File: src/rtl/vme_reg_bank_pipe.sv
// VME-side control register bank: NREGS masked 32-bit registers with reset values, write
// strobes, unmapped-address errors and optional input/output pipeline stages.
module vme_reg_bank_pipe #(
  parameter int unsigned         NREGS    = 4,
  parameter int unsigned         ADDR_W   = 4,
  parameter logic [32*NREGS-1:0] RST_VAL  = {NREGS{32'h0}},
  parameter logic [32*NREGS-1:0] RW_MASK  = {NREGS{~32'h0}},
  parameter bit                  PIPE_IN  = 1'b1,
  parameter bit                  PIPE_OUT = 1'b1
) (
  input  logic                 Clk,
  input  logic                 Rst,
  input  logic [ADDR_W-1:0]    VMEAddr,
  input  logic [31:0]          VMEWrData,
  input  logic                 VMEWrMem,
  input  logic                 VMERdMem,
  output logic [31:0]          VMERdData,
  output logic                 VMERdDone,
  output logic                 VMEWrDone,
  output logic                 VMERdError,
  output logic                 VMEWrError,
  output logic [32*NREGS-1:0]  regs_o,
  output logic [NREGS-1:0]     wr_strobe_o
);

  localparam logic [ADDR_W:0] NRegsW = (ADDR_W+1)'(NREGS);

  function automatic logic mapped(input logic [ADDR_W-1:0] a);
    return {1'b0, a} < NRegsW;
  endfunction

  logic              wr_v;
  logic [ADDR_W-1:0] wr_a;
  logic [31:0]       wr_dat;

  if (PIPE_IN) begin : g_pipe_in
    logic              wr_v_q;
    logic [ADDR_W-1:0] wr_a_q;
    logic [31:0]       wr_dat_q;

    always_ff @(posedge Clk or posedge Rst) begin
      if (Rst) begin
        wr_v_q   <= 1'b0;
        wr_a_q   <= '0;
        wr_dat_q <= '0;
      end else begin
        wr_v_q   <= VMEWrMem;
        wr_a_q   <= VMEAddr;
        wr_dat_q <= VMEWrData;
      end
    end

    assign wr_v   = wr_v_q;
    assign wr_a   = wr_a_q;
    assign wr_dat = wr_dat_q;
  end else begin : g_no_pipe_in
    assign wr_v   = VMEWrMem;
    assign wr_a   = VMEAddr;
    assign wr_dat = VMEWrData;
  end

  logic [NREGS-1:0][31:0] regs_q, regs_d;
  logic [NREGS-1:0]       strobe_q, strobe_d;
  logic                   wr_done_q, wr_err_q;

  // Unmapped addresses match no k, so they leave the bank and strobes untouched.
  always_comb begin
    regs_d   = regs_q;
    strobe_d = '0;
    for (int unsigned k = 0; k < NREGS; k++) begin
      if (wr_v && (wr_a == ADDR_W'(k))) begin
        regs_d[k]   = (regs_q[k] & ~RW_MASK[32*k +: 32]) | (wr_dat & RW_MASK[32*k +: 32]);
        strobe_d[k] = 1'b1;
      end
    end
  end

  always_ff @(posedge Clk or posedge Rst) begin
    if (Rst) begin
      regs_q    <= RST_VAL & RW_MASK;
      strobe_q  <= '0;
      wr_done_q <= 1'b0;
      wr_err_q  <= 1'b0;
    end else begin
      regs_q    <= regs_d;
      strobe_q  <= strobe_d;
      wr_done_q <= wr_v;
      wr_err_q  <= wr_v & ~mapped(wr_a);
    end
  end

  logic [31:0] rd_data_c;
  logic        rd_err_c;

  always_comb begin
    rd_data_c = '0;
    for (int unsigned k = 0; k < NREGS; k++) begin
      if (VMERdMem && (VMEAddr == ADDR_W'(k))) begin
        rd_data_c = regs_q[k] & RW_MASK[32*k +: 32];
      end
    end
  end

  assign rd_err_c = VMERdMem & ~mapped(VMEAddr);

  if (PIPE_OUT) begin : g_pipe_out
    logic [31:0] rd_data_q;
    logic        rd_done_q, rd_err_q;

    always_ff @(posedge Clk or posedge Rst) begin
      if (Rst) begin
        rd_data_q <= '0;
        rd_done_q <= 1'b0;
        rd_err_q  <= 1'b0;
      end else begin
        rd_data_q <= rd_data_c;
        rd_done_q <= VMERdMem;
        rd_err_q  <= rd_err_c;
      end
    end

    assign VMERdData  = rd_data_q;
    assign VMERdDone  = rd_done_q;
    assign VMERdError = rd_err_q;
  end else begin : g_no_pipe_out
    assign VMERdData  = rd_data_c;
    assign VMERdDone  = VMERdMem;
    assign VMERdError = rd_err_c;
  end

  assign regs_o      = regs_q;
  assign wr_strobe_o = strobe_q;
  assign VMEWrDone   = wr_done_q;
  assign VMEWrError  = wr_err_q;

endmodule

File: config.mk
export PLATFORM = sky130hd
export DESIGN_NAME = vme_reg_bank_pipe
export DESIGN_NICKNAME = d
export VERILOG_FILES = /design/src/rtl/vme_reg_bank_pipe.sv
export SDC_FILE = /design/constraint.sdc
export NUM_CORES = 1
export LEC_CHECK = 0
export ABC_CLOCK_PERIOD_IN_PS = 8440
export CAP_MARGIN = 0
export CORE_ASPECT_RATIO = 1.75
export CORE_MARGIN = 4
export CORE_UTILIZATION = 49
export DETAILED_ROUTE_END_ITERATION = 12
export PLACE_DENSITY_LB_ADDON = 0.08
export SYNTH_ARGS = -nofsm -noshare
export SYNTH_HDL_FRONTEND = slang
export SYNTH_SLANG_ARGS = --single-unit
File: constraint.sdc
create_clock -name Clk -period 8.44 [get_ports Clk]
set_input_delay 0.844 -clock Clk [delete_from_list [all_inputs] [get_ports Clk]]
set_output_delay 0.844 -clock Clk [all_outputs]
set_load 0.03 [all_outputs]
# Word level (Yosys, flattened, before mapping)
# Cells that the tools add are included.
[op_classes]
n_addsub = 0
mul = 0
div_mod_pow = 0
n_lt_le_gt_ge = 2
eq_ne = 6
shifts = 0
n_mux = 8
bitwise_logic = 4
n_reduce_logical = 10
[ops]
columns = ["op", "n"]
rows = [
  ["2-to-1 mux 32 bit", 4],
  ["== test 4 x 2 -> 1 bit, second input constant", 4],
  ["== test 4 x 1 -> 1 bit, second input constant", 2],
  ["logical AND 1 bit", 8],
  ["logical NOT 4 bit", 2],
  ["less-than comparator 4 x 3 -> 1 bit, second input constant", 2],
  ["2-to-1 mux 1 bit", 4],
  ["bitwise AND 1 bit", 2],
  ["NOT 1 bit", 2],
]
[word_totals]
ff_bits = 205
latchBits = 0
ram_bits = 0
romBits = 0
inputBits = 40
out_inout_bits = 168
elab_cells = 43
memories = 0

# Logic depth before layout (Yosys ltp)
# Gate-level depths: netlist (run 1).
[logic_depth]
ltp_word = 6
ltp_mapped = 5
ltp_nobuf = 3

# Least setup slack after synthesis (run 1)
# OpenSTA, ideal clock, no wires.
[synth_path]
path_type = "input-to-reg"
from = "input port VMEAddr[1]"
to = "register g_pipe_out.rd_data_q[16] (netlist: VMERdData[16])"
setup_time_ns = 0.120
arrival_ns = 1.860
required_ns = 8.320
setup_slack_ns = 6.461
path_stages = 4
path_buffers = 2
path_cell_list = "buf_2 > buf_6 > mux4_2 > and3_1"
[synth_between]
elab_chain_cells = 6
word_cells_on_any_way = 12
cone_classes = "3 x eq/ne; 4 x mux; 5 x reduce/logical"
[synth_rtl]
columns = ["item", "line_no", "source"]
rows = [
  ["start, declared", "13", "input logic [ADDR_W-1:0] VMEAddr,"],
  ["logical NOT 4 bit", "98", "if (VMERdMem && (VMEAddr == ADDR_W'(k))) begin"],
  ["logical AND 1 bit", "98", ""],
  ["2-to-1 mux 32 bit (3 in series)", "98", ""],
  ["2-to-1 mux 32 bit *", "98", ""],
  ["via rd_data_c[16]", "92", "logic [31:0] rd_data_c;"],
  ["end signal, assigned", "116", "rd_data_q <= rd_data_c;"],
  ["end, declared", "107", "logic [31:0] rd_data_q;"],
]
# Mark *: on every way through the listed nets, which the timed path passes. The rest lies on a longest branch.
# A chain may end at the register's enable or synchronous reset.

==> results of run 1 <==
## layer usage
metal | track usage (%) | up-vias
met2 | 36.6 | 148
met3 | 5.38 | 26
li1 | - | 1993
met5 | 0 | -
met4 | 5.32 | 0
met1 | 25.8 | 2441
## synth_stat cells (2+ instances only)
| cell | n | area, sq um |
|---|---|---|
| buf_2 | 5 | 25.0 |
| mux2_2 | 94 | 1060 |
| mux2_1 | 5 | 56.3 |
| nor2b_1 | 2 | 12.5 |
| mux4_2 | 32 | 721 |
| inv_1 | 3 | 11.3 |
| clkbuf_1 | 6 | 22.5 |
| buf_12 | 3 | 60.1 |
| buf_6 | 11 | 124 |
| and3_1 | 32 | 200 |
| nor2_1 | 2 | 7.51 |
| mux2_4 | 29 | 435 |
| buf_4 | 3 | 22.5 |
| dfrtp_1 | 205 | 5130 |
## power breakdown
part,internal [uW],leakage (uW),switching [uW]
logic,454,0.00191,476
clock network,432,0.000278,351
registers,1140,0.00255,130
## metrics by stage
stage	utilization, %	cells
6_report	66.8	844
2_1_floorplan	-	437
3_5_place_dp	63.3	812
3_3_place_gp	63.3	812
5_1_grt	66.8	844
4_1_cts	66.8	844
## worst reg2reg max path, stage by stage (launching register included)
cell	delay, ns
dfrtp_1	0.43
nor4b_4	0.32
and2b_2	0.60
buf_4	0.49
mux2_2	0.40
## sequential cells by signal (all words and copies together), names as in the netlist
name	cells
regs_o	128
VMERdData	32
g_pipe_in.wr_dat_q	32
g_pipe_in.wr_a_q	4
wr_strobe_o	4
VMERdDone	1
VMERdError	1
VMEWrDone	1
VMEWrError	1
g_pipe_in.wr_v_q	1
## worst max path at each step
stage	to	slack [ns]	cells after the start
3_5_place_dp	regs_o[47]$_DFFE_PP0P_	5.38	3
5_1_grt	g_pipe_in.wr_dat_q[11]$_DFF_PP0_	5.66	3
2_1_floorplan	VMERdData[0]$_DFF_PP0_	2.00	1
6_report	VMERdData[17]$_DFF_PP0_	5.95	3
3_3_place_gp	g_pipe_in.wr_dat_q[17]$_DFF_PP0_	5.46	3
4_1_cts	regs_o[124]$_DFFE_PP0P_	5.89	3
## cell families after synthesis
kind of cell  synth area share, %
buf+inv                      3.34
simple gates                 3.53
flops                        64.6
mux                          28.6
## final cells by class
type	count	share of cell area (%)
clock buffers	26	4.92
clock inverters	6	0.283
inverters	3	0.177
multi-input cells	201	24.1
flip-flops and latches	205	48.4
well taps	189	2.23
repair buffers	214	19.9
==> flow_summary.json, run 1 <==
{
  "status": "complete, no violations",
  "max_freq_ghz": 0.402,
  "wl_met1_mm": 7.51,
  "detailed_place_hpwl_mm": 12.2,
  "ant_nets": 0,
  "grtUsageTotal_pct": 20.8,
  "drtPass1Iterations": 4,
  "insertedDiodeCount": 0,
  "numPortBuffers": 207,
  "dpl_worst_slack_ns": 5.38,
  "wl_mm": 19.0,
  "synth_area_sq_um": 7950,
  "maxCapViolCount": 0,
  "avgViaCountPerCell": 5.46,
  "synth_cell_types": 19,
  "syn_nets": 477,
  "antenna_found_initial": 0,
  "r2r_end": "regs_o[30]$_DFFE_PP0P_",
  "vdd_drop_max_mv": 0.183,
  "end_kind": "asynchronous set/reset pin",
  "clock_latency_ns": 0.47,
  "synthCells": 437,
  "grt_max_degree": 129,
  "final_cell_mix": "dfrtp_1, clkdlybuf4s50_1, mux2_2, mux4_2, and3_1",
  "crit_fanout": 128,
  "reg2reg_depth": 4,
  "critPathTopFamily": "buffers and inverters",
  "rows": 61,
  "cts_buffers": 19,
  "reg2reg_from": "g_pipe_in.wr_a_q[1]$_DFF_PP0_",
  "min_path_cells": 0,
  "path_clk_slew_ns": 0.06,
  "async_reset_ff_share_pct": 100,
  "die_w_um": 104,
  "min_period_ns": 2.49,
  "hold_start": "g_pipe_in.wr_v_q$_DFF_PP0_",
  "wl_met2_mm": 9.92,
  "tritoncts": "yes",
  "avgSynthCellArea_sq_um": 18.2,
  "drt-wirelength-per-cell_um": 22.5,
  "fin_nets": 684,
  "core-area_sq_um": 15900,
  "h-tree-depth": 1,
  "drt-initial-drc-count": 192,
  "final.period_utilization_pct": 29.5,
  "hold_viol": 0,
  "vias": 4608,
  "rsz0062_at_grt": "no",
  "die_area_sq_um": 18400,
  "p_total_uw": 2990,
  "setup_ws_ns": 5.95,
  "tightest_slew_ns": 1.08,
  "arrival_ns": 2.95,
  "stdcell_area_sq_um": 10600,
  "cts_hold_buf": 0,
  "min_path_type": "reg -> reg",
  "p_leak_uw": 0.00473,
  "synthToLayoutAreaGrowth_pct": 33.5,
  "regArea_sq_um": 5130,
  "setup_viol": 0,
  "clock_sinks": 205,
  "die-height_um": 176,
  "tns_ns": 0,
  "io_pins": 208,
  "slowest_stage": "buf_4",
  "pwr_density_cell_nw_per_um2": 282,
  "rrSetupSlack_ns": 6.09,
  "crit_required_ns": 8.90,
  "path_cells": "clkdlybuf4s50_1 > inv_8 > buf_4",
  "post_cts_buffers": 0,
  "cp-startpoint": "Rst",
  "hold_ws_ns": 0.460,
  "cts.repair.resized": 0,
  "placed_cell_area_sq_um": 10100,
  "grt_pass1_vias": 5142,
  "nFillCells": 1163,
  "yosys_warnings": 0,
  "wl_met3_mm": 1.22,
  "drcViolationCount": 0,
  "setup.worst_path.start_class": "input port",
  "highest_layer": "met4",
  "gp_congestion": 0.778,
  "yosys_most_used_dff": "dfrtp_1",
  "layout-drive-gt1-share_pct": 30.2,
  "synth-edff-count": 0,
  "multiInputGateArea_sq_um": 2560,
  "cts_buffer_depth": 3,
  "min_to": "VMEWrDone$_DFF_PP0_",
  "ys_seq_area_share_pct": 64.6,
  "root_buffer": "clkbuf_16",
  "grt_overflow": 0,
  "grt_pass1_wl_mm": 29.9,
  "worst-setup-path-type": "in -> async",
  "max_stage_delay_ns": 0.89,
  "crit_buf_inv": 3,
  "drv_slew": 0,
  "finClkSkew_ns": 0.00534,
  "start_util_pct": 50.1,
  "slew-limit-headroom_pct": 28.0,
  "ys_seq_elements": 205
}
Power figures use the tool's default switching activity.
==> run 2, diff against run 1 <==
- ABC_CLOCK_PERIOD_IN_PS: 8440 -> 2000
- CORE_UTILIZATION: 49 -> 44
- clock period: 8.44 -> 2 ns (I/O delays scaled with it)
==> flow_summary.json, run 2 (same netlist as run 1, synthesis figures left out) <==
{
  "grt_overflow": 0,
  "min_period_ns": 1.80,
  "fin_util_pct": 62.1,
  "numPortBuffers": 207,
  "core-area_sq_um": 17600,
  "cts_buffers": 20,
  "detailed_place_hpwl_mm": 13.5,
  "synthToLayoutAreaGrowth_pct": 37.6,
  "cts_buffer_depth": 3,
  "antenna_found_initial": 1,
  "die-height_um": 186,
  "cp-startpoint": "regs_o[12]$_DFFE_PP0P_",
  "grt_max_degree": 51,
  "min_path_type": "in -> async",
  "multiInputGateArea_sq_um": 2560,
  "layout-drive-gt1-share_pct": 31.4,
  "final_cell_mix": "dfrtp_1, clkdlybuf4s50_1, mux2_2, mux4_2, and3_1",
  "root_buffer": "clkbuf_16",
  "grt_pass1_vias": 5405,
  "regArea_sq_um": 5130,
  "vdd_drop_max_mv": 0.997,
  "final.period_utilization_pct": 89.9,
  "dp_cells": 866,
  "start_util_pct": 45.1,
  "rows": 64,
  "setup.worst_path.start_class": "register",
  "die_w_um": 110,
  "setup_viol": 0,
  "largest_register_ffs": 128,
  "tritoncts": "yes",
  "tightest_slew_ns": 0.456,
  "arrival_ns": 1.60,
  "finClkSkew_ns": 0.00638,
  "pwr_density_cell_nw_per_um2": 1170,
  "worst-setup-path-type": "reg -> out",
  "cts.repair.resized": 0,
  "maxCapViolCount": 0,
  "vias": 4694,
  "grtUsageTotal_pct": 20.5,
  "slew-limit-headroom_pct": 69.6,
  "path_cells": "clkdlybuf4s50_1",
  "drcViolationCount": 0,
  "max_freq_ghz": 0.556,
  "die_area_sq_um": 20400,
  "reg2reg_from": "g_pipe_in.wr_a_q[1]$_DFF_PP0_",
  "wl_mm": 19.9,
  "clock_sinks": 205,
  "p_leak_uw": 0.00485,
  "ant_nets": 0,
  "h-tree-depth": 1,
  "io_pins": 208,
  "max_stage_delay_ns": 0.70,
  "status": "complete, no violations",
  "nFillCells": 1345,
  "end_kind": "output port",
  "finalNonFillerCells": 897,
  "clock_latency_ns": 0.48,
  "avgViaCountPerCell": 5.23,
  "crit_buf_inv": 1,
  "gp_congestion": 0.776,
  "crit_fanout": 3,
  "grt_pass1_wl_mm": 31.8,
  "crit_required_ns": 1.80,
  "post_cts_buffers": 0,
  "critPathTopFamily": "buffers and inverters",
  "fin_nets": 697,
  "cts_hold_buf": 0,
  "rsz0062_at_grt": "no",
  "slowest_stage": "clkdlybuf4s50_1",
  "path_clk_slew_ns": 0.06,
  "drtPass1Iterations": 4,
  "drt-wirelength-per-cell_um": 22.2,
  "drt-initial-drc-count": 137,
  "drv_slew": 0,
  "hold_viol": 0
}
## run 2: through the flow
step	TNS, ns	setup slack [ns]	hold slack, ns	cell area [sq um]	total power [uW]
after global routing	0	0.136	0.0974	10900	13400
after detailed placement	0	0.273	0.453	10300	9480
after floorplan	-175.95	-0.858	0.231	7950	7650
final	0	0.201	0.0848	10900	12800
after global placement	0	0.300	0.430	10300	9390
after CTS	0	0.171	0.0853	10900	13000
## run 2: cell type report
cell class / count / share of cell area, %
timing repair buffer: 226 / 21.4
multi-input combinational: 201 / 23.4
tap: 231 / 2.64
sequential: 205 / 46.9
clock buffer: 28 / 5.32
antenna: 1 / 0.0229
clock inverter: 2 / 0.0916
inverter: 3 / 0.137
## run 2: where the power goes
part	switching, uW	internal [uW]
combinational	2010	1940
sequential	574	4830
clock	1470	2010
total	4060	8780
## run 2: worst paths after layout
| path | endpoint | slack [ns] | depth (start not counted) |
|---|---|---|---|
| max reg2reg | regs_o[31]$_DFFE_PP0P_ | 0.27 | 4 |
| max | regs_o[12] | 0.20 | 1 |
| min reg2reg | VMEWrDone$_DFF_PP0_ | 0.48 | 0 |
| max in group asynchronous | regs_o[73]$_DFFE_PP0P_ | 1.32 | 3 |
| min in group Clk | g_pipe_in.wr_a_q[1]$_DFF_PP0_ | 0.11 | 2 |
| min | wr_strobe_o[2]$_DFF_PP0_ | 0.08 | 2 |
## run 2: layer usage
layer / up-vias / GRT usage [%] / share of wire (%)
met2: 156 / 36.8 / 55
met4: 0 / 5.64 / 2.3
met5: - / 0 / 0
met1: 2506 / 24.7 / 37
met3: 23 / 4.44 / 5.9
li1: 2009 / - / -
